$ cat src/rtl/cla_key_operand_stager_if.sv
// Bus bundle between the key/operand stager and its neighbours: serial key load,
// operand handshake toward the locked adder, and the result handshake.
interface cla_key_operand_stager_if #(
    parameter int KEY_W  = 32,
    parameter int DATA_W = 16
);
    logic              key_start_i;
    logic              key_bit_i;
    logic              key_bit_valid_i;
    logic              key_busy_o;
    logic              key_ready_o;
    logic [KEY_W-1:0]  keyinput_o;
    logic              op_valid_i;
    logic              op_ready_o;
    logic [DATA_W-1:0] add1_i;
    logic [DATA_W-1:0] add2_i;
    logic [DATA_W-1:0] add1_o;
    logic [DATA_W-1:0] add2_o;
    logic [DATA_W:0]   sum_i;
    logic              res_valid_o;
    logic              res_ready_i;
    logic [DATA_W:0]   result_o;

    // Upstream/bench side: drives key bits, operands, adder sum and result ready.
    modport master (
        output key_start_i, key_bit_i, key_bit_valid_i,
        output op_valid_i, add1_i, add2_i, sum_i, res_ready_i,
        input  key_busy_o, key_ready_o, keyinput_o,
        input  op_ready_o, add1_o, add2_o, res_valid_o, result_o
    );

    modport slave (
        input  key_start_i, key_bit_i, key_bit_valid_i,
        input  op_valid_i, add1_i, add2_i, sum_i, res_ready_i,
        output key_busy_o, key_ready_o, keyinput_o,
        output op_ready_o, add1_o, add2_o, res_valid_o, result_o
    );
endinterface

$ cat src/rtl/cla_key_operand_stager.sv
// Serial key loader plus two-stage operand/result pipeline wrapped around an
// external key-locked carry lookahead adder.
module cla_key_operand_stager #(
    parameter int KEY_W  = 32,
    parameter int DATA_W = 16
) (
    input  logic                   clk_i,
    input  logic                   rst_ni,
    cla_key_operand_stager_if.slave bus
);
    localparam int CNT_W = $clog2(KEY_W);

    typedef enum logic [1:0] {
        NOKEY = 2'd0,
        LOAD  = 2'd1,
        ARMED = 2'd2
    } state_t;

    state_t            state;
    logic              key_busy;
    logic              key_ready;
    logic [CNT_W-1:0]  cnt;
    logic [KEY_W-2:0]  shadow;
    logic [KEY_W-1:0]  key_q;

    logic [DATA_W-1:0] add1_p1;
    logic [DATA_W-1:0] add2_p1;
    logic              vld_p1;
    logic [DATA_W:0]   result_p2;
    logic              vld_p2;

    logic              s2_free;
    logic              op_ready;
    logic              accept;
    logic              capture;

    assign s2_free  = !vld_p2 || bus.res_ready_i;
    assign op_ready = (state == ARMED) && (!vld_p1 || s2_free) && !bus.key_start_i;
    assign accept   = bus.op_valid_i && op_ready;
    assign capture  = vld_p1 && s2_free;

    // Key loader: the last serial bit is merged straight into the committed key,
    // so the key bus only ever changes from one complete key to another.
    always_ff @(posedge clk_i or negedge rst_ni) begin
        if (!rst_ni) begin
            state     <= NOKEY;
            key_busy  <= 1'b0;
            key_ready <= 1'b0;
            cnt       <= '0;
            shadow    <= '0;
            key_q     <= '0;
        end else if (bus.key_start_i) begin
            state     <= LOAD;
            key_busy  <= 1'b1;
            key_ready <= 1'b0;
            cnt       <= '0;
            shadow    <= '0;
        end else if (state == LOAD && bus.key_bit_valid_i) begin
            if (cnt == CNT_W'(KEY_W - 1)) begin
                key_q     <= {bus.key_bit_i, shadow};
                cnt       <= '0;
                state     <= ARMED;
                key_busy  <= 1'b0;
                key_ready <= 1'b1;
            end else begin
                shadow[cnt] <= bus.key_bit_i;
                cnt         <= cnt + CNT_W'(1);
            end
        end
    end

    // Stage 1 holds operands in front of the adder; stage 2 captures its sum.
    // A key restart flushes both stages.
    always_ff @(posedge clk_i or negedge rst_ni) begin
        if (!rst_ni) begin
            add1_p1   <= '0;
            add2_p1   <= '0;
            vld_p1    <= 1'b0;
            result_p2 <= '0;
            vld_p2    <= 1'b0;
        end else if (bus.key_start_i) begin
            vld_p1 <= 1'b0;
            vld_p2 <= 1'b0;
        end else begin
            if (accept) begin
                add1_p1 <= bus.add1_i;
                add2_p1 <= bus.add2_i;
                vld_p1  <= 1'b1;
            end else if (capture) begin
                vld_p1 <= 1'b0;
            end

            if (capture) begin
                result_p2 <= bus.sum_i;
                vld_p2    <= 1'b1;
            end else if (bus.res_ready_i) begin
                vld_p2 <= 1'b0;
            end
        end
    end

    assign bus.key_busy_o  = key_busy;
    assign bus.key_ready_o = key_ready;
    assign bus.keyinput_o  = key_q;
    assign bus.op_ready_o  = op_ready;
    assign bus.add1_o      = add1_p1;
    assign bus.add2_o      = add2_p1;
    assign bus.res_valid_o = vld_p2;
    assign bus.result_o    = result_p2;
endmodule

$ cat src/flat_wrapper.sv
// flat-port wrapper written by rule: the top's interface ports become plain ports
module cla_key_operand_stager_flat 
#(
    parameter int KEY_W  = 32,
    parameter int DATA_W = 16
)
  (clk_i, rst_ni, bus_key_start_i, bus_key_bit_i, bus_key_bit_valid_i, bus_op_valid_i, bus_add1_i, bus_add2_i, bus_sum_i, bus_res_ready_i, bus_key_busy_o, bus_key_ready_o, bus_keyinput_o, bus_op_ready_o, bus_add1_o, bus_add2_o, bus_res_valid_o, bus_result_o);
  cla_key_operand_stager_if #(.KEY_W(KEY_W), .DATA_W(DATA_W)) bus_i ();
  input  logic clk_i;
  input  logic rst_ni;
  input wire logic [$bits(bus_i.key_start_i)-1:0] bus_key_start_i;
  input wire logic [$bits(bus_i.key_bit_i)-1:0] bus_key_bit_i;
  input wire logic [$bits(bus_i.key_bit_valid_i)-1:0] bus_key_bit_valid_i;
  input wire logic [$bits(bus_i.op_valid_i)-1:0] bus_op_valid_i;
  input wire logic [$bits(bus_i.add1_i)-1:0] bus_add1_i;
  input wire logic [$bits(bus_i.add2_i)-1:0] bus_add2_i;
  input wire logic [$bits(bus_i.sum_i)-1:0] bus_sum_i;
  input wire logic [$bits(bus_i.res_ready_i)-1:0] bus_res_ready_i;
  output wire logic [$bits(bus_i.key_busy_o)-1:0] bus_key_busy_o;
  output wire logic [$bits(bus_i.key_ready_o)-1:0] bus_key_ready_o;
  output wire logic [$bits(bus_i.keyinput_o)-1:0] bus_keyinput_o;
  output wire logic [$bits(bus_i.op_ready_o)-1:0] bus_op_ready_o;
  output wire logic [$bits(bus_i.add1_o)-1:0] bus_add1_o;
  output wire logic [$bits(bus_i.add2_o)-1:0] bus_add2_o;
  output wire logic [$bits(bus_i.res_valid_o)-1:0] bus_res_valid_o;
  output wire logic [$bits(bus_i.result_o)-1:0] bus_result_o;
  assign bus_i.key_start_i = bus_key_start_i;
  assign bus_i.key_bit_i = bus_key_bit_i;
  assign bus_i.key_bit_valid_i = bus_key_bit_valid_i;
  assign bus_i.op_valid_i = bus_op_valid_i;
  assign bus_i.add1_i = bus_add1_i;
  assign bus_i.add2_i = bus_add2_i;
  assign bus_i.sum_i = bus_sum_i;
  assign bus_i.res_ready_i = bus_res_ready_i;
  assign bus_key_busy_o = bus_i.key_busy_o;
  assign bus_key_ready_o = bus_i.key_ready_o;
  assign bus_keyinput_o = bus_i.keyinput_o;
  assign bus_op_ready_o = bus_i.op_ready_o;
  assign bus_add1_o = bus_i.add1_o;
  assign bus_add2_o = bus_i.add2_o;
  assign bus_res_valid_o = bus_i.res_valid_o;
  assign bus_result_o = bus_i.result_o;
  cla_key_operand_stager #(.KEY_W(KEY_W), .DATA_W(DATA_W)) u_core (.clk_i(clk_i), .rst_ni(rst_ni), .bus(bus_i));
endmodule
$ cat config.mk
export PLATFORM = sky130hd
export DESIGN_NAME = cla_key_operand_stager_flat
export DESIGN_NICKNAME = d
export VERILOG_FILES = /design/src/rtl/cla_key_operand_stager_if.sv /design/src/rtl/cla_key_operand_stager.sv /design/src/flat_wrapper.sv
export SDC_FILE = /design/constraint.sdc
export NUM_CORES = 1
export LEC_CHECK = 0
export CAP_MARGIN = 30
export CORE_ASPECT_RATIO = 0.7
export CORE_MARGIN = 5
export CORE_UTILIZATION = 43
export CTS_BUF_LIST = sky130_fd_sc_hd__clkbuf_8 sky130_fd_sc_hd__clkbuf_16
export DETAILED_ROUTE_END_ITERATION = 6
export PLACE_DENSITY = 0.78
export SKIP_CTS_REPAIR_TIMING = 1
export SLEW_MARGIN = 25
export SYNTH_ARGS = -nofsm -noshare
export SYNTH_HDL_FRONTEND = slang
export SYNTH_SLANG_ARGS = --single-unit
$ cat constraint.sdc
create_clock -name clk_i -period 2 [get_ports clk_i]
set_input_delay 0.2 -clock clk_i [delete_from_list [all_inputs] [get_ports clk_i]]
set_output_delay 0.2 -clock clk_i [all_outputs]
set_load 0.1 [all_outputs]
### After elaboration in Yosys (flattened, before gate mapping)

Cells that the tools add are included.

| word-level totals | value |
|---|---|
| register bits after elaboration | 123 |
| input bits | 56 |
| output and inout bits | 85 |

| operators by class | value |
|---|---|
| $add $sub $neg | 1 |
| $lt $le $gt $ge | 2 |
| eq/ne operators | 4 |
| muxes and demuxes | 24 |
| bitwise logic cells | 1 |
| reduce and logical (&&, ||, !) cells | 20 |

Operators with widths:

| cell | number |
|---|---|
| 31-bit two-way mux | 3 |
| 31-bit bitwise mux | 1 |
| 5-bit two-way mux | 3 |
| 1-bit two-way mux | 13 |
| 2-bit AND reduction | 4 |
| 1-bit logical AND | 6 |
| 5-bit by 6-bit less-than comparator with 1-bit output, second input constant | 1 |
| 2-bit two-way mux | 3 |
| 3-bit nonzero test | 2 |
| 5-bit by 1-bit adder with 5-bit output, second input constant | 1 |
| 1-bit demux with 5-bit select | 1 |
| 5-bit equality test, second input constant | 1 |
| 5-bit by 1-bit >= comparator with 1-bit output, second input constant | 1 |
| 2-bit nonzero test | 2 |
| 1-bit zero test | 3 |
| 3-bit AND reduction | 1 |
| 2-bit by 1-bit equality test with 1-bit output, second input constant | 1 |
| 2-bit equality test, second input constant | 1 |
| 1-bit logical OR | 2 |
| 2-bit != test, second input constant | 1 |
| 1-bit NOT | 1 |

### Depth between registers and ports, before layout

| depth | value |
|---|---|
| depth in word-level cells | 8 |
| gate-level depth with buffers | 8 |
| depth with buffers taken out | 6 |

### Worst setup path before layout

Ideal clock, no wire load.

| path | value |
|---|---|
| path kind | register to register |
| start point | register u_core.state[0] |
| end point | register u_core.key_q[10], in the netlist u_core.bus.keyinput_o[10] |
| arrival time | 2.091 ns |
| setup slack | -0.217 ns |
| stages on the path, launching flop included | 5 |
| clock period less this slack | 2.217 ns |
| cells stage by stage | dfrtp_1 nand3b_4 nor3b_4 buf_6 mux2_2 |

| on the way | value |
|---|---|
| cells in the longest elaborated chain, start to end | 3 |

Ends and longest elaborated chain:

| item | line | text |
|---|---|---|
| start: declaration | cla_key_operand_stager.sv:19 | `state_t state;` |
| start signal: assignment | cla_key_operand_stager.sv:46 | `state <= NOKEY;` |
| start signal: assignment | cla_key_operand_stager.sv:53 | `state <= LOAD;` |
| start signal: assignment | cla_key_operand_stager.sv:62 | `state <= ARMED;` |
| 2-bit by 1-bit equality test with 1-bit output | cla_key_operand_stager.sv:58 | `end else if (state == LOAD && bus.key_bit_valid_i) begin` |
| 1-bit logical AND | cla_key_operand_stager.sv:58 |  |
| 3-bit AND reduction (no source line) | -- |  |
| end signal: assignment | cla_key_operand_stager.sv:60 | `key_q <= {bus.key_bit_i, shadow};` |
| end: declaration | cla_key_operand_stager.sv:24 | `logic [KEY_W-1:0] key_q;` |

No other way between the ends.
A chain may end at the register's enable or synchronous reset.

### Final worst setup path

| path | value |
|---|---|
| start point | register u_core.cnt[0] |
| end point | register u_core.shadow[22] |

| on the way | value |
|---|---|
| cells in the longest elaborated chain, start to end | 8 |
| elaborated cells on any way between the ends | 12 |
| those cells by class | order compare: 2; eq/ne: 2; mux: 6; reduce/logical: 2 |

Ends and longest elaborated chain:

| item | line | text |
|---|---|---|
| start: declaration | cla_key_operand_stager.sv:22 | `logic [CNT_W-1:0] cnt;` |
| start signal: assignment | cla_key_operand_stager.sv:67 | `cnt <= cnt + CNT_W'(1);` |
| 5-bit by 6-bit less-than comparator with 1-bit output (not written as such) / 5-bit by 1-bit >= comparator with 1-bit output (equally long branches) | cla_key_operand_stager.sv:66 | `shadow[cnt] <= bus.key_bit_i;` |
| 1-bit logical AND (not written as such) | cla_key_operand_stager.sv:66 |  |
| 1-bit two-way mux (not written as such) | cla_key_operand_stager.sv:66 |  |
| 1-bit demux with 5-bit select | -- |  |
| 31-bit bitwise mux | cla_key_operand_stager.sv:66 |  |
| 31-bit two-way mux | cla_key_operand_stager.sv:59 | `if (cnt == CNT_W'(KEY_W - 1)) begin` |
| 31-bit two-way mux | cla_key_operand_stager.sv:58 |  |
| 31-bit two-way mux | cla_key_operand_stager.sv:52 | `end else if (bus.key_start_i) begin` |
| end signal: indexed assignment | cla_key_operand_stager.sv:66 |  |
| end: declaration | cla_key_operand_stager.sv:23 | `logic [KEY_W-2:0] shadow;` |

Several ways; a longest one is shown, not always the timed one. The select of a mux whose other input is x is not followed.

==> metrics.txt <==
status finished, final reports clean; final hold vios 0; Worst Tran Pin Value 0.689 ns; Setup CP Type register to register; IO Port Bufs 140; Post-Syn Area 5020 um2; crit-path cells ha_2 > and3_1 > ha_1 > and4bb_4 > buf_12 > nand4_1 > mux2i_1; non-filler cells, final ~700; register bit total from synthesis 121; synth unique cells 30; GRT Total Usage 17.6%; Slew headroom between 50% and 60%; peak supply drop 596 uV; pwr/cell area 834 nW/um2; Worst Setup End Kind register; Worst Path Arrival 2.15 ns; routed len/inst 17.2 um; Crit-path slowest cell dfrtp_1; Reg clk slew, reported paths 0.06 ns; CORE AREA approximately 12000 um2; full die area 14000 um2; CTS root buf clkbuf_16; Post-Synthesis Cells ~370; vias 3484; # rows 33; worst skew pair latency 0.40 ns; Hold WC Path Type input pin to asynchronous set/reset pin; final instance area 7160 um2; Syn. warnings 0; placed inst area 6490 um2; DP Wirelength 8.18 mm; commonest non-fill, non-tap cell in the layout dfrtp_1; drt pass-1 iters 5; CTS tree yes; number of remaining DRC errors 0; Max-Cap Viols 0; Buf/Inv on CP 1; H-tree lvl count 4; ant diodes 0; Sink Count 121; Worst R2R Setup Slack around 0.12 ns; Clock Tree Buf Depth 2; CP peak stage delay approximately 0.38 ns; number of global-route vias before repair 3655; 1st-iter DRT viols 197; Seq/Total Area, Yosys roughly three fifths; Routed Antenna Nets 0; reg2reg start u_core.cnt[0]; share of layout cells above drive strength 1 42.2%; vias per inst 5.03; DP Cell Count 658; first-pass GRT wire length 19.6 mm; starting density of the core between 40% and 50%; WL final about 12 mm; RSZ-0062 raised after global routing no; I/O pin count 141; TritonCTS buffer count 17; largest net degree at the start of global routing around 120; fin. max-slew vios 0; die extent in x 139 um; syn_area_per_cell about 14 um2; Post-Syn Nets 427; R2R Path End u_core.shadow[22]; Area contributors post-synth dfrtp_1 60%, mux2_2 18%, mux2i_1 6.4%, nand2_1 2.5%, nand4_1 2.0%; maximum clock frequency 533 MHz; Worst setup SP type register; r2r worst-path depth 7; GPL Wtd Cong 0.854; Yosys top cell area share 60.3%; initial antenna violation count 0; Critical Path RT 2.27 ns; minimum clock period around 1.9 ns; critical path fanouts, max 16; Layout Skew 0.00909 ns; most frequent cells in the layout 118 x dfrtp_1, 98 x buf_4, 80 x mux2_2, 54 x clkdlybuf4s50_1, 33 x nand2_1; Layout area overhead 42.6%; crit share post-route 93.8%; Static Leak roughly 3.7 nW; dominant cell type by area after synthesis dfrtp_1; Final #Nets 583; die height 100 um; total grt overflow 0; # setup viols final 0; critical path's top delay family simple AND/OR/NAND/NOR gates
[report_power, final]
group / switching [mW] / internal, mW / leakage, nW
Clock: 1.07 / 2.14 / 0.310
Sequential: 0.00595 / 2.46 / 1.68
Combinational: 0.147 / 0.153 / 1.75
[metrics by stage]
stage | setup TNS, ns | power [mW] | setup WS (ns) | hold WS, ns | util, %
6_report | 0 | 5.98 | 0.124 | 0.382 | 62.0
5_1_grt | 0 | 6.18 | 0.00428 | 0.403 | 62.0
4_1_cts | 0 | 6.03 | 0.104 | -0.0838 | 61.6
3_5_place_dp | 0 | 2.80 | 0.101 | 0.352 | 56.2
3_3_place_gp | 0 | 2.79 | 0.163 | 0.337 | 56.2
2_1_floorplan | -0.00578 | 2.59 | -0.00552 | -0.0956 | -
[sequential cells by signal, indices dropped and copies added (netlist names)]
| register | flops |
|---|---|
| u_core.bus.keyinput_o | 32 |
| u_core.shadow | 31 |
| u_core.bus.result_o | 17 |
| u_core.bus.add1_o | 16 |
| u_core.bus.add2_o | 16 |
| u_core.cnt | 5 |
| u_core.bus.key_ready_o | 1 |
| u_core.bus.res_valid_o | 1 |
| u_core.state | 1 |
| u_core.vld_p1 | 1 |
[Yosys cell counts (all sizes together)]
| cell type | n |
|---|---|
| ha | 5 |
| a31oi | 1 |
| o21ai | 2 |
| a32o | 1 |
| and2 | 1 |
| mux2 | 81 |
| inv | 2 |
| nor2 | 8 |
| mux2i | 32 |
| buf | 11 |
| dfrtp | 121 |
| clkbuf | 12 |
| nand3b | 3 |
| and4bb | 1 |
| or4 | 1 |
| nand2 | 33 |
| and3 | 2 |
| a21o | 1 |
| or3b | 1 |
| clkinv | 1 |
| nand3 | 17 |
| nand4 | 16 |
| a21oi | 3 |
| nor2b | 7 |
| nor3b | 2 |
| xnor2 | 1 |
[cells by family after synthesis]
logic type / count (synthesis) / share of synthesized area, %
simple gates: 92 / 10.0
fa+ha+maj: 5 / 1.25
compound gates: 8 / 0.972
mux: 113 / 24.5
flops: 121 / 60.3
buf+inv: 26 / 2.77
xor+xnor: 1 / 0.174
[cell type report]
cell class              instances  area (um2)
multi-input cells             219        1860
clock inverters                13         176
fillers                       930        4400
flip-flops and latches        121        3030
repair buffers                160        1430
clock buffers                  19         453
inverters                       3        11.3
well taps                     157         196
[worst register-to-register path, stage by stage (launching register included)]
cell      delay, ns
dfrtp_1        0.38
ha_2           0.19
and3_1         0.17
ha_1           0.20
and4bb_4       0.37
buf_12         0.15
nand4_1        0.15
mux2i_1        0.15
[worst max-delay path by stage]
stage,from,endpoint,slack (ns),depth (start not counted)
after floorplan,u_core.cnt[0],u_core.shadow[3],-0.006,8
after global placement,u_core.cnt[0],u_core.shadow[26],0.16,7
final,u_core.cnt[0],u_core.shadow[22],0.12,7
after global routing,u_core.cnt[0],u_core.shadow[26],0.004,7
after detailed placement,bus_key_bit_valid_i,u_core.bus.keyinput_o[18],0.10,5
after CTS,u_core.cnt[0],u_core.shadow[22],0.10,7
[metal layers]
layer	vias to the layer above	routed length [um]	GRT usage (%)
met5	-	0	0
met4	0	75	4.51
met3	6	821	5.86
met2	126	5380	26.5
met1	1750	5590	24.7
li1	1602	-	-
(Power assumes the default switching activity.)
